File: config.mk
export PLATFORM = sky130hd
export DESIGN_NAME = hs_npu_layer_queue_flat
export DESIGN_NICKNAME = d
export VERILOG_FILES = /design/src/rtl/hs_npu_pkg.sv /design/src/rtl/hs_npu_layer_queue_if.sv /design/src/rtl/hs_npu_desc_fifo.sv /design/src/rtl/hs_npu_layer_queue.sv /design/src/flat_wrapper.sv
export SDC_FILE = /design/constraint.sdc
export NUM_CORES = 1
export LEC_CHECK = 0
export CAP_MARGIN = 20
export CORE_MARGIN = 2
export CORE_UTILIZATION = 50
export CTS_CLUSTER_DIAMETER = 150
export CTS_CLUSTER_SIZE = 8
export DETAILED_ROUTE_END_ITERATION = 8
export GPL_ROUTABILITY_DRIVEN = 0
export PLACE_DENSITY_LB_ADDON = 0.15
export SYNTH_ARGS = -nofsm -noshare
export SYNTH_HDL_FRONTEND = slang
export SYNTH_HIERARCHICAL = 1
export SYNTH_SLANG_ARGS = --single-unit
File: constraint.sdc
create_clock -name clk -period 31.5 [get_ports clk]
set_clock_uncertainty 0.05 [all_clocks]
set_input_delay 6.3 -clock clk [delete_from_list [all_inputs] [get_ports clk]]
set_output_delay 6.3 -clock clk [all_outputs]
set_load 0.01 [all_outputs]
File: src/rtl/hs_npu_pkg.sv
// rtl/hs_npu_pkg.sv - shared types for the NPU layer descriptor queue
//
// Purpose: descriptor layout and sequencer state type shared by the queue,
//          its FIFO and the handshake interface.
// Ports:   none (package).
package hs_npu_pkg;

  typedef logic [31:0] uword;

  typedef struct packed {
    uword num_input_rows;
    uword num_input_columns;
    uword num_weight_rows;
    uword num_weight_columns;
    logic reuse_inputs;
    logic reuse_weights;
    logic save_outputs;
    logic use_bias;
    logic use_sum;
    uword shift_amount;
    logic activation_select;
    uword base_address;
    uword result_address;
    logic chain;
  } layer_desc_t;

  typedef enum logic [1:0] {
    IDLE      = 2'd0,
    ISSUE     = 2'd1,
    WAIT_DONE = 2'd2
  } layer_queue_state_e;

  localparam int LAYER_DESC_W = $bits(layer_desc_t);

endpackage

File: src/rtl/hs_npu_layer_queue_if.sv
// rtl/hs_npu_layer_queue_if.sv - descriptor and exec handshake bundle
//
// Purpose: groups the CPU descriptor push handshake and the core exec/done
//          handshake of the layer queue.
// Signals: desc_valid/desc_ready/desc (CPU push), exec_valid/exec_ready/
//          exec_desc (issue to core), core_done (layer completion pulse).
// Modports: slave = the layer queue, master = the CPU/core environment.
interface hs_npu_layer_queue_if;
  import hs_npu_pkg::*;

  logic        desc_valid;
  logic        desc_ready;
  layer_desc_t desc;
  logic        exec_valid;
  logic        exec_ready;
  layer_desc_t exec_desc;
  logic        core_done;

  modport master (
    output desc_valid, desc, exec_ready, core_done,
    input  desc_ready, exec_valid, exec_desc
  );

  modport slave (
    input  desc_valid, desc, exec_ready, core_done,
    output desc_ready, exec_valid, exec_desc
  );

endinterface

File: src/rtl/hs_npu_desc_fifo.sv
// rtl/hs_npu_desc_fifo.sv - synchronous descriptor FIFO with flush
//
// Purpose: DEPTH-entry FIFO; full is derived from the occupancy count.
// Ports:   clk, rst (sync active-high), push_i/data_i (write), pop_i/data_o
//          (read, data_o shows the head combinationally), flush_i (clears
//          pointers and count), count_o (occupancy), full_o.
module hs_npu_desc_fifo #(
  parameter int DEPTH = 4,
  parameter int WIDTH = 8,
  localparam int PW   = $clog2(DEPTH),
  localparam int CW   = PW + 1
) (
  input  logic             clk,
  input  logic             rst,
  input  logic             push_i,
  input  logic [WIDTH-1:0] data_i,
  input  logic             pop_i,
  output logic [WIDTH-1:0] data_o,
  input  logic             flush_i,
  output logic [CW-1:0]    count_o,
  output logic             full_o
);

  logic [WIDTH-1:0] mem_q [DEPTH];
  logic [PW-1:0]    wr_ptr_q, rd_ptr_q;
  logic [CW-1:0]    count_q;
  logic             push_ok, pop_ok;

  assign full_o  = (count_q == CW'(DEPTH));
  assign push_ok = push_i && !full_o;
  assign pop_ok  = pop_i && (count_q != '0);
  assign data_o  = mem_q[rd_ptr_q];
  assign count_o = count_q;

  // Flush only resets bookkeeping; the popped head is read combinationally
  // this cycle, so a pop coinciding with flush still delivers its entry.
  always_ff @(posedge clk) begin
    if (rst || flush_i) begin
      wr_ptr_q <= '0;
      rd_ptr_q <= '0;
      count_q  <= '0;
    end else begin
      if (push_ok) wr_ptr_q <= wr_ptr_q + PW'(1);
      if (pop_ok)  rd_ptr_q <= rd_ptr_q + PW'(1);
      count_q <= count_q + CW'(push_ok) - CW'(pop_ok);
    end
  end

  always_ff @(posedge clk) begin
    if (push_ok && !flush_i) mem_q[wr_ptr_q] <= data_i;
  end

endmodule

File: src/rtl/hs_npu_layer_queue.sv
// rtl/hs_npu_layer_queue.sv - layer descriptor queue and issue sequencer
//
// Purpose: buffers layer descriptors, issues them one at a time to the NPU
//          core and waits for each completion, optionally chaining the last
//          result address into the next base address.
// Ports:   clk, rst (sync active-high); bus (slave: descriptor push, exec
//          issue, core_done); flush_i; count_o, idle_o, drained_o;
//          layers_done_o, busy_cycles_o, stall_cycles_o.
// Config:  HS_NPU_LAYER_QUEUE_PERF_EN enables the busy/stall counters;
//          otherwise those outputs are tied to zero.
module hs_npu_layer_queue
  import hs_npu_pkg::*;
#(
  parameter int DEPTH     = 4,
  parameter int CNT_WIDTH = 32,
  localparam int CW       = $clog2(DEPTH) + 1
) (
  input  logic                 clk,
  input  logic                 rst,
  hs_npu_layer_queue_if.slave  bus,
  input  logic                 flush_i,
  output logic [CW-1:0]        count_o,
  output logic                 idle_o,
  output logic                 drained_o,
  output logic [CNT_WIDTH-1:0] layers_done_o,
  output logic [CNT_WIDTH-1:0] busy_cycles_o,
  output logic [CNT_WIDTH-1:0] stall_cycles_o
);

  localparam logic [1:0] ST_IDLE  = 2'(IDLE);
  localparam logic [1:0] ST_ISSUE = 2'(ISSUE);
  localparam logic [1:0] ST_WAIT  = 2'(WAIT_DONE);

  logic [1:0]           state_q, state_d;
  layer_desc_t          exec_desc_q, exec_desc_d, head;
  uword                 last_result_q, last_result_d;
  logic                 done_seen_q, done_seen_d;
  logic                 drained_q, drained_d;
  logic [CNT_WIDTH-1:0] layers_q, layers_d;
  logic                 full, pop;

  hs_npu_desc_fifo #(.DEPTH(DEPTH), .WIDTH(LAYER_DESC_W)) u_fifo (
    .clk     (clk),
    .rst     (rst),
    .push_i  (bus.desc_valid),
    .data_i  (bus.desc),
    .pop_i   (pop),
    .data_o  (head),
    .flush_i (flush_i),
    .count_o (count_o),
    .full_o  (full)
  );

  assign bus.desc_ready = !full;
  assign bus.exec_valid = (state_q == ST_ISSUE);
  assign bus.exec_desc  = exec_desc_q;
  assign idle_o         = (state_q == ST_IDLE) && (count_o == '0);
  assign drained_o      = drained_q;
  assign layers_done_o  = layers_q;

  always_comb begin
    state_d       = state_q;
    exec_desc_d   = exec_desc_q;
    last_result_d = last_result_q;
    done_seen_d   = done_seen_q;
    layers_d      = layers_q;
    drained_d     = 1'b0;
    pop           = 1'b0;
    case (state_q)
      ST_IDLE: begin
        if (count_o != '0) begin
          pop     = 1'b1;
          state_d = ST_ISSUE;
        end
      end
      ST_ISSUE: begin
        if (bus.exec_ready) state_d = ST_WAIT;
      end
      ST_WAIT: begin
        if (bus.core_done) begin
          layers_d      = layers_q + CNT_WIDTH'(1);
          last_result_d = exec_desc_q.result_address;
          done_seen_d   = 1'b1;
          if (count_o != '0) begin
            pop     = 1'b1;
            state_d = ST_ISSUE;
          end else begin
            drained_d = 1'b1;
            state_d   = ST_IDLE;
          end
        end
      end
      default: state_d = ST_IDLE;
    endcase
    // Chain from the next-state values so a back-to-back issue picks up the
    // result address of the layer completing in this very cycle.
    if (pop) begin
      exec_desc_d = head;
      if (head.chain && done_seen_d) exec_desc_d.base_address = last_result_d;
    end
  end

  always_ff @(posedge clk) begin
    if (rst) begin
      state_q       <= ST_IDLE;
      exec_desc_q   <= '0;
      last_result_q <= '0;
      done_seen_q   <= 1'b0;
      layers_q      <= '0;
      drained_q     <= 1'b0;
    end else begin
      state_q       <= state_d;
      exec_desc_q   <= exec_desc_d;
      last_result_q <= last_result_d;
      done_seen_q   <= done_seen_d;
      layers_q      <= layers_d;
      drained_q     <= drained_d;
    end
  end

`ifdef HS_NPU_LAYER_QUEUE_PERF_EN
  logic [CNT_WIDTH-1:0] busy_q, stall_q;

  always_ff @(posedge clk) begin
    if (rst) begin
      busy_q  <= '0;
      stall_q <= '0;
    end else begin
      if ((state_q != ST_IDLE) && (busy_q != '1)) busy_q <= busy_q + CNT_WIDTH'(1);
      if ((state_q == ST_ISSUE) && !bus.exec_ready && (stall_q != '1))
        stall_q <= stall_q + CNT_WIDTH'(1);
    end
  end

  assign busy_cycles_o  = busy_q;
  assign stall_cycles_o = stall_q;
`else
  assign busy_cycles_o  = '0;
  assign stall_cycles_o = '0;
`endif

endmodule
File: src/flat_wrapper.sv
// flat-port wrapper written by rule: the top's interface ports become plain ports
module hs_npu_layer_queue_flat import hs_npu_pkg::*;
#(
  parameter int DEPTH     = 4,
  parameter int CNT_WIDTH = 32,
  localparam int CW       = $clog2(DEPTH) + 1
)
  (clk, rst, flush_i, count_o, idle_o, drained_o, layers_done_o, busy_cycles_o, stall_cycles_o, bus_desc_valid, bus_desc, bus_exec_ready, bus_core_done, bus_desc_ready, bus_exec_valid, bus_exec_desc);
  hs_npu_layer_queue_if bus_i ();
  input  logic clk;
  input  logic rst;
  input  logic flush_i;
  output logic [CW-1:0] count_o;
  output logic idle_o;
  output logic drained_o;
  output logic [CNT_WIDTH-1:0] layers_done_o;
  output logic [CNT_WIDTH-1:0] busy_cycles_o;
  output logic [CNT_WIDTH-1:0] stall_cycles_o;
  input wire logic [$bits(bus_i.desc_valid)-1:0] bus_desc_valid;
  input wire logic [$bits(bus_i.desc)-1:0] bus_desc;
  input wire logic [$bits(bus_i.exec_ready)-1:0] bus_exec_ready;
  input wire logic [$bits(bus_i.core_done)-1:0] bus_core_done;
  output wire logic [$bits(bus_i.desc_ready)-1:0] bus_desc_ready;
  output wire logic [$bits(bus_i.exec_valid)-1:0] bus_exec_valid;
  output wire logic [$bits(bus_i.exec_desc)-1:0] bus_exec_desc;
  assign bus_i.desc_valid = bus_desc_valid;
  assign bus_i.desc = bus_desc;
  assign bus_i.exec_ready = bus_exec_ready;
  assign bus_i.core_done = bus_core_done;
  assign bus_desc_ready = bus_i.desc_ready;
  assign bus_exec_valid = bus_i.exec_valid;
  assign bus_exec_desc = bus_i.exec_desc;
  hs_npu_layer_queue #(.DEPTH(DEPTH), .CNT_WIDTH(CNT_WIDTH)) u_core (.clk(clk), .rst(rst), .bus(bus_i), .flush_i(flush_i), .count_o(count_o), .idle_o(idle_o), .drained_o(drained_o), .layers_done_o(layers_done_o), .busy_cycles_o(busy_cycles_o), .stall_cycles_o(stall_cycles_o));
endmodule
# Word level (Yosys, flattened, before mapping)
# Memories as Yosys holds them, arrays and structs flattened. A register that Yosys moved wholly into a read port is not among the register bits.
# Cells that the tools add are included.
# word_totals
mem_bits_rw,924
in_bits,237
output_inout_bits,334
mem_count,1
wordCells,68
reg_bits,306
# mem_list
memory,words,word_bits,read_ports,rd_clocked_by_memory_dff,write_ports,line,text
u_core.u_fifo.mem_q,4,231,1,1,1,hs_npu_desc_fifo.sv:24,logic [WIDTH-1:0] mem_q [DEPTH];
# classes
muxes,18
eq_ne,6
n_addsub,5
bitwise_logic,2
reduce_logical,14
# op_table
op,count
2-to-1 mux 32 bit,3
"adder 32 x 1 -> 32 bit, second input constant",1
2-to-1 mux 2 bit,5
2-to-1 mux 1 bit,8
"!= test 2 bit, second input constant",3
one-hot mux 2 bit (3 select lines),1
logical AND 1 bit,5
"adder 2 x 1 -> 2 bit, second input constant",2
adder 3 x 1 -> 3 bit,1
"equality test 3 bit, second input constant",1
zero test 3 bit,1
AND reduction 3 bit,1
nonzero test 3 bit,1
OR reduction 3 bit,1
subtractor 3 x 1 -> 3 bit,1
"equality test 2 x 1 -> 1 bit, second input constant",1
"equality test 2 bit, second input constant",1
zero test 1 bit,2
zero test 2 bit,1
inverter 1 bit,2
one-hot mux 1 bit (2 select lines),1
AND reduction 2 bit,1
logical OR 1 bit,1

# Longest topological paths before layout
# Gate-level depths: netlist (run 1).
# depth
ltp_word,7
depth_mapped,15
mapped_depth_nobuf,13

# Modules after synthesis
# The synthesis (run 1) kept the hierarchy.
# by_module_without_submodules
module,seq_area_each_um2,instances,cells_per_inst,area_each_um2
hs_npu_desc_fifo,27926.8,1,1254,33807.4
hs_npu_layer_queue,5985.7,1,1465,11841.4

# Least setup slack after synthesis (run 1)
# No wires, ideal clock.
# synth_timing
path_kind,input-to-reg
startpoint,in flush_i
endpoint,"mem u_core/u_fifo/mem_q[0][0] (netlist name), enable pin"
path_buffers,1
setup_ps,1153
required_time_ps,30297
path_stages,2
arrival_ps,23245
path_slack_ps,7052
path_cell_list,clkbuf_1 nor3b_1
# synth_between
elab_chain_cells,4
# synth_lines
item,line,text
start: declaration,flat_wrapper.sv:12,input logic flush_i;
zero test 1 bit,hs_npu_desc_fifo.sv:50,if (push_ok && !flush_i) mem_q[wr_ptr_q] <= data_i;
logical AND 1 bit,hs_npu_desc_fifo.sv:50,
2-to-1 mux 1 bit,hs_npu_desc_fifo.sv:50,
2-to-1 mux 1 bit (implied by the code),hs_npu_desc_fifo.sv:50,
end: declaration,hs_npu_desc_fifo.sv:24,
# No other way between the ends.

# Worst setup path after layout (run 1)
# layout_timing
startpoint,in bus_core_done
endpoint,"reg u_core.exec_desc_q, in the netlist u_core/bus.exec_desc[90]"
# layout_between
elab_chain_cells,2
# layout_lines
item,line,text
start: declaration,flat_wrapper.sv:22,input wire logic [$bits(bus_i.core_done)-1:0] bus_core_done;
2-to-1 mux 1 bit,hs_npu_layer_queue.sv:80,if (bus.core_done) begin
one-hot mux 1 bit (2 select lines),hs_npu_layer_queue.sv:69,case (state_q)
end signal: assignment,hs_npu_layer_queue.sv:113,exec_desc_q <= exec_desc_d;
end: declaration,hs_npu_layer_queue.sv:35,"layer_desc_t exec_desc_q, exec_desc_d, head;"
# No other way between the ends.
# A chain may end at the register's enable or synchronous reset.

==> flow_metrics.tcl, run 1 <==
set metrics [dict create \
    finalHoldViolCount 0 \
    post-dp-hpwl_um 62300 \
    cts_tree "built" \
    antenna_found_initial 27 \
    die_w_um 306 \
    rrSetupSlack_ns 27.13 \
    setup_violations 0 \
    syn_area_per_cell_um2 16.8 \
    criticalPathCategory "input pin to flip-flop" \
    final_nets 3515 \
    first_pass_iters 5 \
    setup_tns_ns 0 \
    cp_cell_sequence "clkdlybuf4s50_1 > inv_1 > a21oi_1 > nand2_4 > inv_8 > buf_4 > buf_4 > nand2_1 > a21oi_1" \
    final_area_um2 56400 \
    min_period_over_period_pct 31.6 \
    initialDrtViolationCount 1870 \
    power.density_nw_per_um2 65.9 \
    cts-root-buf "clkbuf_16" \
    status "finished clean" \
    p_seq_share_pct 48.8 \
    drt_wl_total_um 108000 \
    critPathTopFamily "buffers and inverters" \
    cpMaxStageDelayCell "buf_4" \
    peakVddDrop_v 0.0000500 \
    min_period_ns 9.96 \
    clock_sinks 1232 \
    intPower_mw 2.92 \
    core_um2 90300 \
    vias_per_cell 5.49 \
    clk_latency_ns 0.75 \
    gr-total-overflow 0 \
    synth.largest_area_cell "edfxtp_1" \
    cts_hold_buf 0 \
    drv_cap 0 \
    ys_types 46 \
    switchingPower_mw 0.801 \
    synthTopCellsByArea "edfxtp_1, dfxtp_1, mux4_2" \
    yosysSeqAreaShare_pct 74.3 \
    cts.reportedPaths.clkPinSlew_ns 0.05 \
    yosysMostFrequentCell "edfxtp_1" \
    htree_levels 4 \
    rsz0062_at_grt "false" \
    max_freq_mhz 100 \
    critPathLaunchType "input pin" \
    postCtsResizedCells 0 \
    min_path_type "flip-flop to flip-flop" \
    crit_required_ns 32.10 \
    clockPowerShare_pct 45.2 \
    critPathBufInv 5 \
    netlist_top_cells_count "edfxtp_1, nand2_1, dfxtp_1, a21oi_1, mux4_2" \
    synth-edff-count 924 \
    drive_gt1_share_pct 14.6 \
    syn_area_um2 45600 \
    numPortBuffers 506 \
    pwr-share-comb_pct 6.0 \
    netlist_instances 2719 \
    post-cts-setup-buffers 0 \
    sw_frac_of_total_pct 21.5 \
    grt_pass1_wl_um 163000 \
    dieArea_um2 93700 \
    grt_max_degree 169 \
    ys_async_sr_fraction_pct 0 \
    slew_headroom_pct 22.3 \
    die_h_um 306 \
    grt_pass1_vias 26200 \
    place_inst 4272 \
    synth_top_area_share_pct 60.8 \
    cts_buffers 171 \
    synth_warnings 6 \
    clockBufferDepth 3 \
    syn2layout_area_growth_pct 23.6 \
    final_cells 4596 \
    slew_viol_final 0 \
    grtUsageTotal_pct 23.2 \
    start_util_pct 50.6 \
    drc 0 \
    final_antenna_net_count 0 \
    place_area_um2 51400 \
    path_max_fanout 98 \
    ios 571 \
    synth-seq-cells 1232 \
    vias 25200 \
    cp_data_arrival_time_ns 10.56 \
    cpPeakStageDelay_ns 0.95 \
    dominantRegCellSynth "edfxtp_1" \
    p_leak_nw 18.0 \
    tightestPinTransition_ns 1.17 \
    end_kind "flip-flop" \
    wl_per_cell_um 23.5 \
    row_count 110 \
]
==> power groups by stage <==
stage | Sequential [mW] | Clock [mW] | Combinational, mW
global placement | 1.84 | 0 | 0.221
floorplan | 1.86 | 0 | 0.0991
CTS | 1.82 | 1.72 | 0.226
finish | 1.81 | 1.68 | 0.223
detailed placement | 1.85 | 0 | 0.226
global route | 1.82 | 1.79 | 0.241
==> cells in the final DEF (no fill, tap or decap), drive strengths merged, types with 9 or more instances in the layout <==
| cell | instances |
|---|---|
| edfxtp | 924 |
| clkdlybuf4s50 | 505 |
| nand2 | 478 |
| dfxtp | 308 |
| clkbuf | 299 |
| a21oi | 237 |
| mux4 | 231 |
| nor2 | 103 |
| conb | 64 |
| o21ai | 36 |
| nand3b | 33 |
| buf | 33 |
| a2111oi | 32 |
| xor2 | 20 |
| inv | 19 |
| nand4 | 14 |
| diode | 13 |
| xnor2 | 12 |
| nor3 | 9 |
==> path summary, 6_finish.rpt <==
| kind | startpoint | end | depth (start not counted) |
|---|---|---|---|
| max | bus_core_done | u_core/bus.exec_desc[90]$_SDFFE_PP0P_ | 9 |
| min | u_core/last_result_q[17]$_SDFF_PP0_ | u_core/last_result_q[17]$_SDFF_PP0_ | 2 |
| max reg2reg | u_core/u_fifo/count_o[1]$_SDFF_PP0_ | u_core/bus.exec_desc[90]$_SDFFE_PP0P_ | 7 |
| min reg2reg | u_core/last_result_q[17]$_SDFF_PP0_ | u_core/last_result_q[17]$_SDFF_PP0_ | 2 |
==> flip-flops by register name (all words and copies together) (netlist names), named ones only <==
register / count
u_core/bus.exec_desc: 231
u_core/done_seen_q: 1
u_core/drained_o: 1
u_core/last_result_q: 32
u_core/layers_done_o: 32
u_core/state_q: 2
u_core/u_fifo/count_o: 3
u_core/u_fifo/mem_q: 924
u_core/u_fifo/rd_ptr_q: 2
u_core/u_fifo/wr_ptr_q: 2
==> per-layer routing <==
layer  GRT usage, %  wire length (µm)  up-vias  share of wire [%]
met2           38.7             54800      797                 51
met5              0               203        -               0.19
li1               -                 -    11300                  -
met3           6.74              8000      210                7.4
met1           28.9             41900    12800                 39
met4           8.89              3050       32                2.8
==> per-stage QoR <==
stage                     worst slack, ns  hold WS (ns)  utilization, %  power (mW)
after detailed placement            20.71         0.392            56.9        2.07
after CTS                           21.55         0.398            62.4        3.76
after global placement              20.89         0.386            56.9        2.06
after floorplan                      7.05         0.381               -        1.96
final                               21.54         0.398            62.5        3.72
after global routing                21.27         0.416            62.5        3.85
==> final cells by class <==
type                       count  area (µm²)
antenna                       13        32.5
clock buffer                 299        4800
clock inverter                11         170
fill                        6516       33900
inverter                      10        45.0
multi-input combinational   1317       10600
sequential                  1232       33900
tap                         1176        1470
timing repair buffer         538        5380
==> tightest hold or removal path, stage by stage (launching register included) <==
cell and delay, ns:
dfxtp_1 0.30, nand2_1 0.05, a21oi_1 0.05
==> kinds of logic after synthesis <==
logic type,after synthesis,share of synthesized area (%)
AOI/OAI and AO/OA,308,4.07
xor gates and xnor gates,32,0.614
adders and majority gates,8,0.236
buffers and inverters,233,3.05
DFF,1232,74.3
muxes,233,11.4
other,1,0.00821
and+or+nand+nor,672,6.28
No activity file was read; power rests on OpenSTA's default activity.
==> inputs of run 2 (changes only) <==
- clock period: 31.5 -> 8.2 ns (I/O delays scaled with it)
==> run 2 against run 1 <==
First-iteration DRC count decreased by 0.86%. Largest power group unchanged. Worst hold slack worse by 0.0020 ns. Sequential share of layout area down 0.13 points. Worst setup slack worse by 18 ns. Total power increased to 3.9 times the previous value. Critical path type unchanged. Sequential cell count did not move. Clock-buffer cell count is 4 higher. Wire length shrank 0.41%. Highest routed layer unchanged.
==> flow_metrics.tcl, run 2 (same netlist as run 1, synthesis figures left out) <==
set metrics [dict create \
    status "finished clean" \
    post-dp-hpwl_um 60200 \
    grt_pass1_vias 26100 \
    crit_top_cell "inv_1" \
    start_util_pct 50.6 \
    p_leak_nw 18.0 \
    core_um2 90300 \
    busiest_layer "met2" \
    cp_cell_sequence "clkdlybuf4s50_1 > inv_1 > a21oi_1 > nand2_4 > inv_8 > o31a_1 > ha_1 > inv_1 > ha_1 > inv_1 > fa_1 > xnor2_1 > xnor2_1 > and2_1" \
    clock_sinks 1232 \
    finalHoldViolCount 0 \
    initialDrtViolationCount 1854 \
    path_max_fanout 106 \
    criticalPathCategory "input pin to flip-flop" \
    min_path_type "flip-flop to flip-flop" \
    slew_headroom_pct 20.6 \
    mostFrequentLayoutCells "edfxtp_1, clkdlybuf4s50_1, nand2_1" \
    drt_wl_total_um 107000 \
    postCtsResizedCells 0 \
    final_nets 3504 \
    peakVddDrop_v 0.000182 \
    cp_data_arrival_time_ns 5.38 \
    regArea_um2 33900 \
    multiInputGateArea_um2 10600 \
    numPortBuffers 506 \
    first_pass_iters 5 \
    final_antenna_net_count 0 \
    clk_latency_ns 0.75 \
    met3_usage_pct 7.17 \
    min_period_ns 4.79 \
    top_register "u_core/u_fifo/mem_q" \
    vias 25100 \
    cts_buffers 171 \
    slew_viol_final 0 \
    cts_tree "built" \
    power.density_nw_per_um2 254 \
    post-cts-setup-buffers 0 \
    wl_per_cell_um 23.4 \
    ios 571 \
    cts_hold_buf 0 \
    layout_commonest_cell "edfxtp_1" \
    row_count 110 \
    largest_register_ffs 924 \
    setup_tns_ns 0 \
    p_seq_share_pct 48.6 \
    switchingPower_mw 3.12 \
    die_h_um 306 \
    clockPowerShare_pct 45.4 \
    setup_violations 0 \
    cts-root-buf "clkbuf_16" \
    sw_frac_of_total_pct 21.7 \
    syn2layout_area_growth_pct 23.9 \
    cpMaxStageDelayCell "inv_8" \
    tightestPinTransition_ns 1.19 \
    critPathLaunchType "input pin" \
    grtUsageTotal_pct 23.0 \
    grt_use_met1_pct 28.4 \
    pwr-share-comb_pct 6.0 \
    num-fill-cells 6501 \
    max_freq_mhz 209 \
    gr-total-overflow 0 \
    place_inst 4262 \
    rsz0062_at_grt "false" \
    drive_gt1_share_pct 14.3 \
    htree_levels 4 \
    use_met2_pct 37.7 \
    min_period_over_period_pct 58.4 \
    die_w_um 306 \
    end_kind "flip-flop" \
    antenna_found_initial 29 \
    clockBufferDepth 3 \
    vias_per_cell 5.47 \
    grt_pass1_wl_um 161000 \
    intPower_mw 11.2 \
    dieArea_um2 93700 \
    cpPeakStageDelay_ns 0.76 \
    drv_cap 0 \
    cts.reportedPaths.clkPinSlew_ns 0.05 \
    crit_required_ns 8.79 \
    grt_max_degree 164 \
    final_cells 4590 \
    drc 0 \
]
[run 2: path summary, 6_finish.rpt]
check                                                          from                             endpoint  slack (ns)  cells after the start
worst max-delay path                                  bus_core_done  u_core/u_fifo/count_o[2]$_SDFF_PP0_        3.41                     14
worst min-delay path            u_core/last_result_q[14]$_SDFF_PP0_  u_core/last_result_q[14]$_SDFF_PP0_        0.40                      2
worst max register to register  u_core/u_fifo/count_o[1]$_SDFF_PP0_  u_core/u_fifo/count_o[2]$_SDFF_PP0_        4.28                     12
worst min register to register  u_core/last_result_q[14]$_SDFF_PP0_  u_core/last_result_q[14]$_SDFF_PP0_        0.40                      2
[run 2: per-stage QoR]
stage	worst slack [ns]	total power [mW]	hold slack, ns	area (µm²)	util, %
after floorplan	0.00298	7.50	0.381	45900	-
after global placement	2.59	7.93	0.387	51400	57.0
after detailed placement	2.61	7.96	0.391	51400	57.0
after CTS	3.42	14.5	0.398	56500	62.6
after global routing	3.19	14.8	0.416	56500	62.6
final	3.41	14.3	0.396	56500	62.6
[run 2: layout make-up]
type                       count  share of cell area, %
sequential                  1232                   60.0
multi-input combinational   1317                   18.8
timing repair buffer         527                   9.51
clock buffer                 303                   8.48
tap                         1176                   2.60
clock inverter                14                  0.493
inverter                      10                 0.0797
antenna                       11                 0.0487
[run 2: power groups by stage]
| stage | Clock, mW | Combinational (mW) | Sequential, mW |
|---|---|---|---|
| floorplan | 0 | 0.383 | 7.12 |
| CTS | 6.66 | 0.873 | 6.97 |
| global route | 6.94 | 0.928 | 6.98 |
| detailed placement | 0 | 0.869 | 7.09 |
| global placement | 0 | 0.850 | 7.08 |
| finish | 6.52 | 0.863 | 6.97 |
[run 2: worst max-delay path: cells and delay by family]
kind / cells / cell delay [ns]
compound gates: 2 / 0.54
xor+xnor: 2 / 0.29
fa+ha+maj: 3 / 0.77
buf+inv: 5 / 1.53
simple gates: 2 / 0.58
[run 2: layer usage]
| layer | up-vias | routed length (µm) |
|---|---|---|
| met1 | 12800 | 41900 |
| li1 | 11300 | - |
| met3 | 202 | 8160 |
| met5 | - | 242 |
| met4 | 36 | 3440 |
| met2 | 799 | 53700 |
